===== src/rtl/mdio_pkg.sv =====
// Shared constants, frame layout and state encoding for the MDIO management master.
package mdio_pkg;

    localparam int unsigned FRAME_BITS = 32;
    localparam int unsigned TA_BIT     = 14;
    localparam int unsigned DATA_BIT   = 16;

    localparam logic [1:0] ST_C22 = 2'b01;
    localparam logic [1:0] ST_C45 = 2'b00;

    localparam logic [1:0] OP_C22_WRITE    = 2'b01;
    localparam logic [1:0] OP_C22_READ     = 2'b10;
    localparam logic [1:0] OP_C45_ADDR     = 2'b00;
    localparam logic [1:0] OP_C45_WRITE    = 2'b01;
    localparam logic [1:0] OP_C45_READ     = 2'b11;
    localparam logic [1:0] OP_C45_READ_INC = 2'b10;

    typedef enum logic [2:0] {
        RST_HOLD,
        IDLE,
        PRE,
        FRAME,
        DONE
    } state_e;

    // Bit order on the wire is MSB first, so field order here is wire order.
    typedef struct packed {
        logic [1:0]  st;
        logic [1:0]  op;
        logic [4:0]  phyad;
        logic [4:0]  regad;
        logic [1:0]  ta;
        logic [15:0] data;
    } mdio_frame_t;

    function automatic logic is_read_op(input logic c45, input logic [1:0] op);
        return c45 ? op[1] : (op == OP_C22_READ);
    endfunction

endpackage


===== src/rtl/mdio_clkgen.sv =====
// MDC generator: divides clk by 2*CLK_DIV while enabled and flags the fall/rise cycles.
module mdio_clkgen #(
    parameter int unsigned CLK_DIV = 50
) (
    input  logic clk,
    input  logic rst_n,
    input  logic en,
    output logic fall_stb,
    output logic rise_stb,
    output logic mdc
);

    localparam int unsigned CW = $clog2(2 * CLK_DIV);

    logic [CW-1:0] cnt_q;

    assign rise_stb = en && (cnt_q == CW'(CLK_DIV - 1));
    assign fall_stb = en && (cnt_q == CW'(2 * CLK_DIV - 1));

    // Disabled divider parks at the start of a low half-cell.
    always_ff @(posedge clk or negedge rst_n) begin
        if (!rst_n) begin
            cnt_q <= '0;
            mdc   <= 1'b0;
        end else if (!en) begin
            cnt_q <= '0;
            mdc   <= 1'b0;
        end else begin
            cnt_q <= fall_stb ? '0 : cnt_q + CW'(1);
            if (rise_stb) begin
                mdc <= 1'b1;
            end else if (fall_stb) begin
                mdc <= 1'b0;
            end
        end
    end

endmodule


===== src/rtl/mdio_master.sv =====
// MDIO Clause 22/45 management master with PHY reset sequencer.
module mdio_master
    import mdio_pkg::*;
#(
    parameter int unsigned CLK_DIV    = 50,
    parameter int unsigned PRE_LEN    = 32,
    parameter int unsigned RST_CYCLES = 100000
) (
    input  logic        clk,
    input  logic        rst_n,
    input  logic        cmd_valid,
    output logic        cmd_ready,
    input  logic        cmd_c45,
    input  logic [1:0]  cmd_op,
    input  logic [4:0]  cmd_phy,
    input  logic [4:0]  cmd_reg,
    input  logic [15:0] cmd_data,
    output logic        rsp_valid,
    output logic [15:0] rsp_data,
    output logic        rsp_err,
    output logic        busy,
    input  logic        phy_rst_req,
    output logic        phy_rst_n,
    output logic        mdc,
    output logic        mdio_o,
    output logic        mdio_t,
    input  logic        mdio_i
);

    localparam int unsigned CNT_W = $clog2(PRE_LEN + FRAME_BITS + 1);
    localparam int unsigned RST_W = $clog2(RST_CYCLES + 1);

    state_e                state_q, state_d;
    logic [CNT_W-1:0]      bit_q, bit_d;
    logic [RST_W-1:0]      rcnt_q, rcnt_d;
    logic [FRAME_BITS-1:0] sh_q, sh_d;
    logic [15:0]           rd_q, rd_d;
    logic                  is_rd_q, is_rd_d;
    logic                  pend_q, pend_d;
    logic                  err_q, err_d;
    logic                  mdio_o_d, mdio_t_d;
    logic                  rsp_valid_d, rsp_err_d;
    logic [15:0]           rsp_data_d;
    logic                  fall_stb, rise_stb, clk_en_c, rd_op_c;
    mdio_frame_t           frame_c;

    assign clk_en_c = (state_q == PRE) || (state_q == FRAME);

    mdio_clkgen #(.CLK_DIV(CLK_DIV)) u_clkgen (
        .clk      (clk),
        .rst_n    (rst_n),
        .en       (clk_en_c),
        .fall_stb (fall_stb),
        .rise_stb (rise_stb),
        .mdc      (mdc)
    );

    // Read frames release the line for TA/DATA, so their driven TA/DATA is don't-care.
    always_comb begin
        rd_op_c       = is_read_op(cmd_c45, cmd_op);
        frame_c.st    = cmd_c45 ? ST_C45 : ST_C22;
        frame_c.op    = cmd_op;
        frame_c.phyad = cmd_phy;
        frame_c.regad = cmd_reg;
        frame_c.ta    = rd_op_c ? 2'b11 : 2'b10;
        frame_c.data  = rd_op_c ? 16'hFFFF : cmd_data;
    end

    always_comb begin
        state_d     = state_q;
        bit_d       = bit_q;
        rcnt_d      = rcnt_q;
        sh_d        = sh_q;
        rd_d        = rd_q;
        is_rd_d     = is_rd_q;
        pend_d      = pend_q;
        err_d       = err_q;
        mdio_o_d    = mdio_o;
        mdio_t_d    = mdio_t;
        rsp_valid_d = 1'b0;
        rsp_data_d  = rsp_data;
        rsp_err_d   = rsp_err;

        case (state_q)
            RST_HOLD: begin
                if (rcnt_q == RST_W'(RST_CYCLES - 1)) begin
                    state_d = IDLE;
                end else begin
                    rcnt_d = rcnt_q + RST_W'(1);
                end
            end
            IDLE: begin
                mdio_o_d = 1'b1;
                mdio_t_d = 1'b1;
                if (phy_rst_req) begin
                    state_d = RST_HOLD;
                    rcnt_d  = '0;
                end else if (cmd_valid) begin
                    sh_d     = frame_c;
                    is_rd_d  = rd_op_c;
                    err_d    = 1'b0;
                    rd_d     = '0;
                    bit_d    = '0;
                    mdio_t_d = 1'b0;
                    if (PRE_LEN == 0) begin
                        state_d  = FRAME;
                        mdio_o_d = frame_c.st[1];
                    end else begin
                        state_d  = PRE;
                        mdio_o_d = 1'b1;
                    end
                end
            end
            PRE: begin
                if (phy_rst_req) pend_d = 1'b1;
                if (fall_stb) begin
                    if (bit_q == CNT_W'(PRE_LEN - 1)) begin
                        state_d  = FRAME;
                        bit_d    = '0;
                        mdio_o_d = sh_q[FRAME_BITS-1];
                    end else begin
                        bit_d = bit_q + CNT_W'(1);
                    end
                end
            end
            FRAME: begin
                if (phy_rst_req) pend_d = 1'b1;
                // Second TA bit and data bits are sampled as mdc rises.
                if (rise_stb && is_rd_q) begin
                    if ((bit_q == CNT_W'(TA_BIT + 1)) && mdio_i) err_d = 1'b1;
                    if (bit_q >= CNT_W'(DATA_BIT)) rd_d = {rd_q[14:0], mdio_i};
                end
                if (fall_stb) begin
                    if (bit_q == CNT_W'(FRAME_BITS - 1)) begin
                        state_d     = DONE;
                        rsp_valid_d = 1'b1;
                        rsp_data_d  = is_rd_q ? rd_q : 16'h0000;
                        rsp_err_d   = err_q;
                        mdio_o_d    = 1'b1;
                        mdio_t_d    = 1'b1;
                    end else begin
                        bit_d    = bit_q + CNT_W'(1);
                        sh_d     = sh_q << 1;
                        mdio_o_d = sh_q[FRAME_BITS-2];
                        mdio_t_d = is_rd_q && (bit_d >= CNT_W'(TA_BIT));
                    end
                end
            end
            DONE: begin
                mdio_o_d = 1'b1;
                mdio_t_d = 1'b1;
                if (pend_q || phy_rst_req) begin
                    state_d = RST_HOLD;
                    rcnt_d  = '0;
                    pend_d  = 1'b0;
                end else begin
                    state_d = IDLE;
                end
            end
            default: begin
                state_d = RST_HOLD;
                rcnt_d  = '0;
            end
        endcase
    end

    always_ff @(posedge clk or negedge rst_n) begin
        if (!rst_n) begin
            state_q   <= RST_HOLD;
            bit_q     <= '0;
            rcnt_q    <= '0;
            sh_q      <= '0;
            rd_q      <= '0;
            is_rd_q   <= 1'b0;
            pend_q    <= 1'b0;
            err_q     <= 1'b0;
            cmd_ready <= 1'b0;
            busy      <= 1'b1;
            phy_rst_n <= 1'b0;
            mdio_o    <= 1'b1;
            mdio_t    <= 1'b1;
            rsp_valid <= 1'b0;
            rsp_data  <= '0;
            rsp_err   <= 1'b0;
        end else begin
            state_q   <= state_d;
            bit_q     <= bit_d;
            rcnt_q    <= rcnt_d;
            sh_q      <= sh_d;
            rd_q      <= rd_d;
            is_rd_q   <= is_rd_d;
            pend_q    <= pend_d;
            err_q     <= err_d;
            cmd_ready <= (state_d == IDLE);
            busy      <= (state_d != IDLE);
            phy_rst_n <= (state_d != RST_HOLD);
            mdio_o    <= mdio_o_d;
            mdio_t    <= mdio_t_d;
            rsp_valid <= rsp_valid_d;
            rsp_data  <= rsp_data_d;
            rsp_err   <= rsp_err_d;
        end
    end

endmodule


===== config.mk =====
export PLATFORM = sky130hd
export DESIGN_NAME = mdio_master
export DESIGN_NICKNAME = d
export VERILOG_FILES = /design/src/rtl/mdio_pkg.sv /design/src/rtl/mdio_clkgen.sv /design/src/rtl/mdio_master.sv
export SDC_FILE = /design/constraint.sdc
export NUM_CORES = 1
export LEC_CHECK = 0
export ABC_AREA = 1
export CAP_MARGIN = 10
export CELL_PAD_IN_SITES_DETAIL_PLACEMENT = 0
export CELL_PAD_IN_SITES_GLOBAL_PLACEMENT = 1
export CORE_ASPECT_RATIO = 1.4
export CORE_UTILIZATION = 40
export CTS_CLUSTER_DIAMETER = 80
export DETAILED_ROUTE_END_ITERATION = 8
export DONT_BUFFER_PORTS = 1
export PLACE_DENSITY = 0.69
export SETUP_SLACK_MARGIN = 0.05
export SLEW_MARGIN = 10
export SYNTH_ARGS = -nofsm -noshare
export SYNTH_HDL_FRONTEND = slang
export SYNTH_SLANG_ARGS = --single-unit

===== constraint.sdc =====
create_clock -name clk -period 2.76 [get_ports clk]
set_clock_uncertainty 0.1 [all_clocks]
set_input_delay 0.276 -clock clk [delete_from_list [all_inputs] [get_ports clk]]
set_output_delay 0.276 -clock clk [all_outputs]
set_load 0.005 [all_outputs]

# ---- Word level (Yosys, flattened, before mapping)
# Index checks and enable logic that the tools add are counted.
dict set report word_totals {
  inputBits 34
  latch_bits 0
  romBits 0
  n_memories 0
  mem_bits_rw 0
  regBits 109
  elab_cells 138
}
dict set report op_classes {
  n_mux 61
  magnitude_cmp 2
  n_mul 0
  n_eq_ne 26
  n_reduce_logical 26
  div 0
  n_bitwise 2
  shift 0
  add_sub_neg 3
}
# cell count
set ops {}
lappend ops {{32-bit two-way mux} 4}
lappend ops {{16-bit two-way mux} 6}
lappend ops {{17-bit one-hot mux with 4 select lines} 1}
lappend ops {{32-bit one-hot mux with 2 select lines} 1}
lappend ops {{7-bit two-way mux} 8}
lappend ops {{17-bit two-way mux} 3}
lappend ops {{16-bit one-hot mux with 2 select lines} 1}
lappend ops {{1-bit two-way mux} 24}
lappend ops {{3-bit two-way mux} 7}
lappend ops {{7-bit one-hot mux with 3 select lines} 1}
lappend ops {{17-bit by 1-bit adder with 17-bit output (second input constant)} 1}
lappend ops {{17-bit equality test (second input constant)} 1}
lappend ops {{3-bit one-hot mux with 5 select lines} 1}
lappend ops {{5-bit AND reduction} 3}
lappend ops {{7-bit by 1-bit adder with 7-bit output (second input constant)} 2}
lappend ops {{2-bit by 1-bit inequality test with 1-bit output (second input constant)} 7}
lappend ops {{2-bit inequality test (second input constant)} 6}
lappend ops {{3-bit nonzero test} 4}
lappend ops {{3-bit AND reduction} 3}
lappend ops {{4-bit AND reduction} 2}
lappend ops {{7-bit by 4-bit equality test with 1-bit output (second input constant)} 1}
lappend ops {{7-bit by 5-bit equality test with 1-bit output (second input constant)} 1}
lappend ops {{7-bit by 6-bit equality test with 1-bit output (second input constant)} 1}
lappend ops {{7-bit equality test (second input constant)} 1}
lappend ops {{other kinds (18)} 30}

# ---- Depth between registers and ports, before layout
dict set report logic_depth {
  depth_word 6
  ltp_mapped 11
  mapped_depth_nobuf 11
}

# ---- Hierarchy
# A second synthesis with hierarchy kept.
dict set report unflattened {
  hier_cells 626
  area_unflattened_um2 5396.4
}
# mod area_per_inst_um2 cells_each instances seq_area_each_um2
set by_module_without_submodules {}
lappend by_module_without_submodules {mdio_master 4952.2 574 1 2531.2}
lappend by_module_without_submodules {mdio_clkgen 444.2 52 1 200.2}

# ---- Least setup slack after synthesis
# Ideal clock, no wire load.
dict set report synth_path {
  path_kind {register to register}
  from {register bit_q[0]}
  to {register sh_q[6]}
  setup_slack_ns 1.014
  arrival_time_ns 1.522
  required_time_ns 2.537
  setup_ns 0.123
  path_buffers 1
  period_less_slack_ns 1.746
  stages_incl_launch_ff 11
  path_cell_list {dfrtp_1 ha_1 nand3_1 nor2_4 nor2_2 nor2_2 nor2_4 inv_2 buf_4 nand2_1 o21ai_1}
}
dict set report synth_between {
  elab_chain_len 3
}
# item line
set synth_rtl {}
lappend synth_rtl {{start, declared} mdio_master.sv:34} ;# logic [CNT_W-1:0] bit_q, bit_d;
lappend synth_rtl {{start signal, assigned} mdio_master.sv:187} ;# bit_q <= bit_d;
lappend synth_rtl {{7-bit by 5-bit equality test with 1-bit output} mdio_master.sv:134} ;# if (bit_q == CNT_W'(FRAME_BITS - 1)) begin
lappend synth_rtl {{2-bit inequality test (no source line)} --}
lappend synth_rtl {{5-bit AND reduction (no source line)} --}
lappend synth_rtl {{end signal, assigned} mdio_master.sv:172} ;# sh_q <= '0;
lappend synth_rtl {{end signal, assigned} mdio_master.sv:189} ;# sh_q <= sh_d;
lappend synth_rtl {{end, declared} mdio_master.sv:36} ;# logic [FRAME_BITS-1:0] sh_q, sh_d;
# No other way between the ends.
# A chain may end at the register's enable or synchronous reset.

# ---- Final worst setup path
dict set report layout_path {
  from {register bit_q[0]}
  to {register sh_q[3]}
}
# Same word-level chain as after synthesis.

==> results.yml <==
timing:
  rsz0062_at_grt: "no"
  max_freq_ghz: 0.466
  max_slew_margin_pct: 55.3
  fin_crit_ns: 2.15
  period_share_pct: 77.7
  slew_violations: 0
  setup-tns-final_ns: 0
  worst_pin_slew_ns: 0.671
  hold_viol_final: 109
  fin_hold_ws_ns: -0.492
  setup_viol: 0
setup_path:
  criticalPathCategory: "reg2reg"
  worstPathArrival_ns: 2.32
  cp-start-kind: "flop"
  critical_path_required_ns: 2.94
  reg2reg_depth: 9
  worstPathMaxFanout: 33
  rrSetupSlack_ns: 0.61
  end_kind: "flop"
place:
  hpwl_mm: 7.89
  placed_area_um2: 5450
  gp_congestion: 0.848
  io_buffers: 0
power_and_ir_drop:
  vdd_drop_max_mv: 0.286
  p_leak_uw: 0.00269
  p_total_uw: 2930
  p_per_area_nw_per_um2: 502
yosys:
  ys_warn_count: 0
  yosysUniqueCellTypes: 39
  seq_area_frac_synth_pct: 51.0
  synth_area_leaders: "dfrtp_1 (49%), nand2_1 (11%), inv_1 (5.3%), o21ai_0 (4.2%), nand3_1 (3.2%)"
  synth_area_um2: 5360
  syn-num-nets: 670
  synth_edf_count: 0
  syn_avg_cell_area_um2: 8.51
  synth_top_area_share_pct: 49.5
  synth-main-ff-cell: "dfrtp_1"
  yosysTopAreaCell: "dfrtp_1"
  async_flop_share_pct: 100
  ys_ff_latch: 109
  postSynthCellCount: 630
clocking:
  cts_hold_buf: 9
  clkSlewWorstSetupHoldPaths_ns: 0.08
  htreeDepth: 3
  insertion_delay_ns: 0.35
  post_cts.repair.setup_buffers: 0
  clkSinkCount: 109
  cts_buffer_depth: 2
  cts_tree: "done"
  cts_resized: 0
  cts-root-buf: "clkbuf_16"
  numCtsBuffers: 9
cells_and_area:
  ff_latch_area_um2: 2730
  fill_cells: 1285
  drive_above_1_share_pct: 9.12
  antenna_cells: 0
  fin_area_um2: 5830
  layout.cells.most_common_list: "nand2_1 (161), dfrtp_1 (106), inv_1 (75)"
  finalNetCount: 672
  layout_commonest_cell: "nand2_1"
  multi_input_area_um2: 2180
  area_delta_synth_final_pct: 8.80
routing:
  drc: 0
  wl_mm: 11.3
  vias: 4076
  drt-wirelength-per-cell_um: 13.9
  vias_per_cell: 5.01
  first_pass_iters: 4
  drtIter0Drc: 215
  ant_nets: 0
floorplan:
  initial_utilization_pct: 41.4
  rows: 49
  dieWidth_um: 99.8
  core_um2: 12900
  die_h_um: 139
  die_area_um2: 13900
  io_pins: 58
global_routing:
  antenna_found_initial: 0
  grt_pass1_wl_mm: 19.5
  grt_pass1_vias: 4035
  grt_util_all_layers_pct: 17.7
  grt_max_degree: 110
  grt_overflow: 0
status:
  violations: "negative hold slack"
  outcome: "finished with violations"
run:
  maxCapViolations: 0
worst_hold_path:
  hold_path.class: "in2async"
==> through the flow <==
step | utilization (%) | cells | setup WS, ns | hold WS (ns)
global placement | 42.2 | 790 | 0.685 | -0.117
finish | 45.1 | 814 | 0.614 | -0.492
floorplan | - | 630 | 1.01 | -0.120
CTS | 45.1 | 814 | 0.598 | -0.505
detailed placement | 42.2 | 790 | 0.594 | -0.117
global route | 45.1 | 814 | 0.363 | -0.512
==> routing by layer <==
layer,vias up,GRT usage [%],wire (um)
met5,-,0,0
met4,0,6.73,230
met3,16,3.53,425
met2,75,30.9,5750
met1,1909,21.1,4910
li1,2076,-,-
==> worst paths after layout <==
check / from / to
max: bit_q[0] / sh_q[3]
min: rst_n / rsp_data[10]
max in group asynchronous: rst_n / busy
min reg2reg: rd_q[11] / rd_q[11]
max reg2reg: bit_q[0] / sh_q[3]
min in group clk: cmd_phy[1] / sh_q[24]
==> worst max-delay path, stage by stage (launching register included) <==
cell and delay, ns:
dfrtp_1 0.46, ha_1 0.26, nand3_1 0.19, nor2_4 0.20, nor2_2 0.07, nor2_2 0.17, nor2_4 0.05, inv_2 0.37
nand2_1 0.09, o21ai_1 0.10
==> registers in the layout (all words and copies together), names as in the netlist, 3 cells and up <==
register        cells
state_q             3
rd_q               16
rcnt_q             17
rsp_data           16
sh_q               32
bit_q               7
u_clkgen.cnt_q      7
==> cells by family (layout without fill, tap and decap cells) <==
group / count (synthesis) / count (layout) / synth area share [%]
and+or+nand+nor: 269 / 269 / 21.8
adders and majority gates: 6 / 6 / 1.40
AOI/OAI and AO/OA: 140 / 140 / 16.6
buffers and inverters: 101 / 107 / 8.45
xor gates and xnor gates: 5 / 5 / 0.817
DFF: 109 / 109 / 51.0
==> layout make-up <==
cell class / count / area share [%]
Clock buffer: 9 / 3.86
Clock inverter: 6 / 1.07
Inverter: 80 / 5.17
Multi-Input combinational cell: 420 / 37.3
Sequential cell: 109 / 46.8
Tap cell: 178 / 3.82
Timing Repair Buffer: 12 / 1.93
==> cell usage after synthesis, types with 7 or more instances <==
library cell / number
buf_2: 7
nor2_1: 43
o21ai_0: 45
o21ai_2: 11
dfrtp_1: 106
a21oi_1: 7
nand2_1: 161
o21ai_1: 17
o31ai_1: 16
nand3_1: 34
o211ai_1: 13
nand4_1: 7
inv_1: 75
o22ai_1: 19
==> where the power goes <==
| part | leakage [uW] | internal (uW) | switching, uW | total (uW) |
|---|---|---|---|---|
| Sequential | 0.00135 | 1610 | 4.40 | 1610 |
| Clock | 0.000142 | 636 | 628 | 1260 |
| Combinational | 0.00120 | 21.3 | 28.6 | 50.0 |
| Total | 0.00269 | 2270 | 661 | 2930 |
Note: power is estimated with default switching activity, not from simulation.
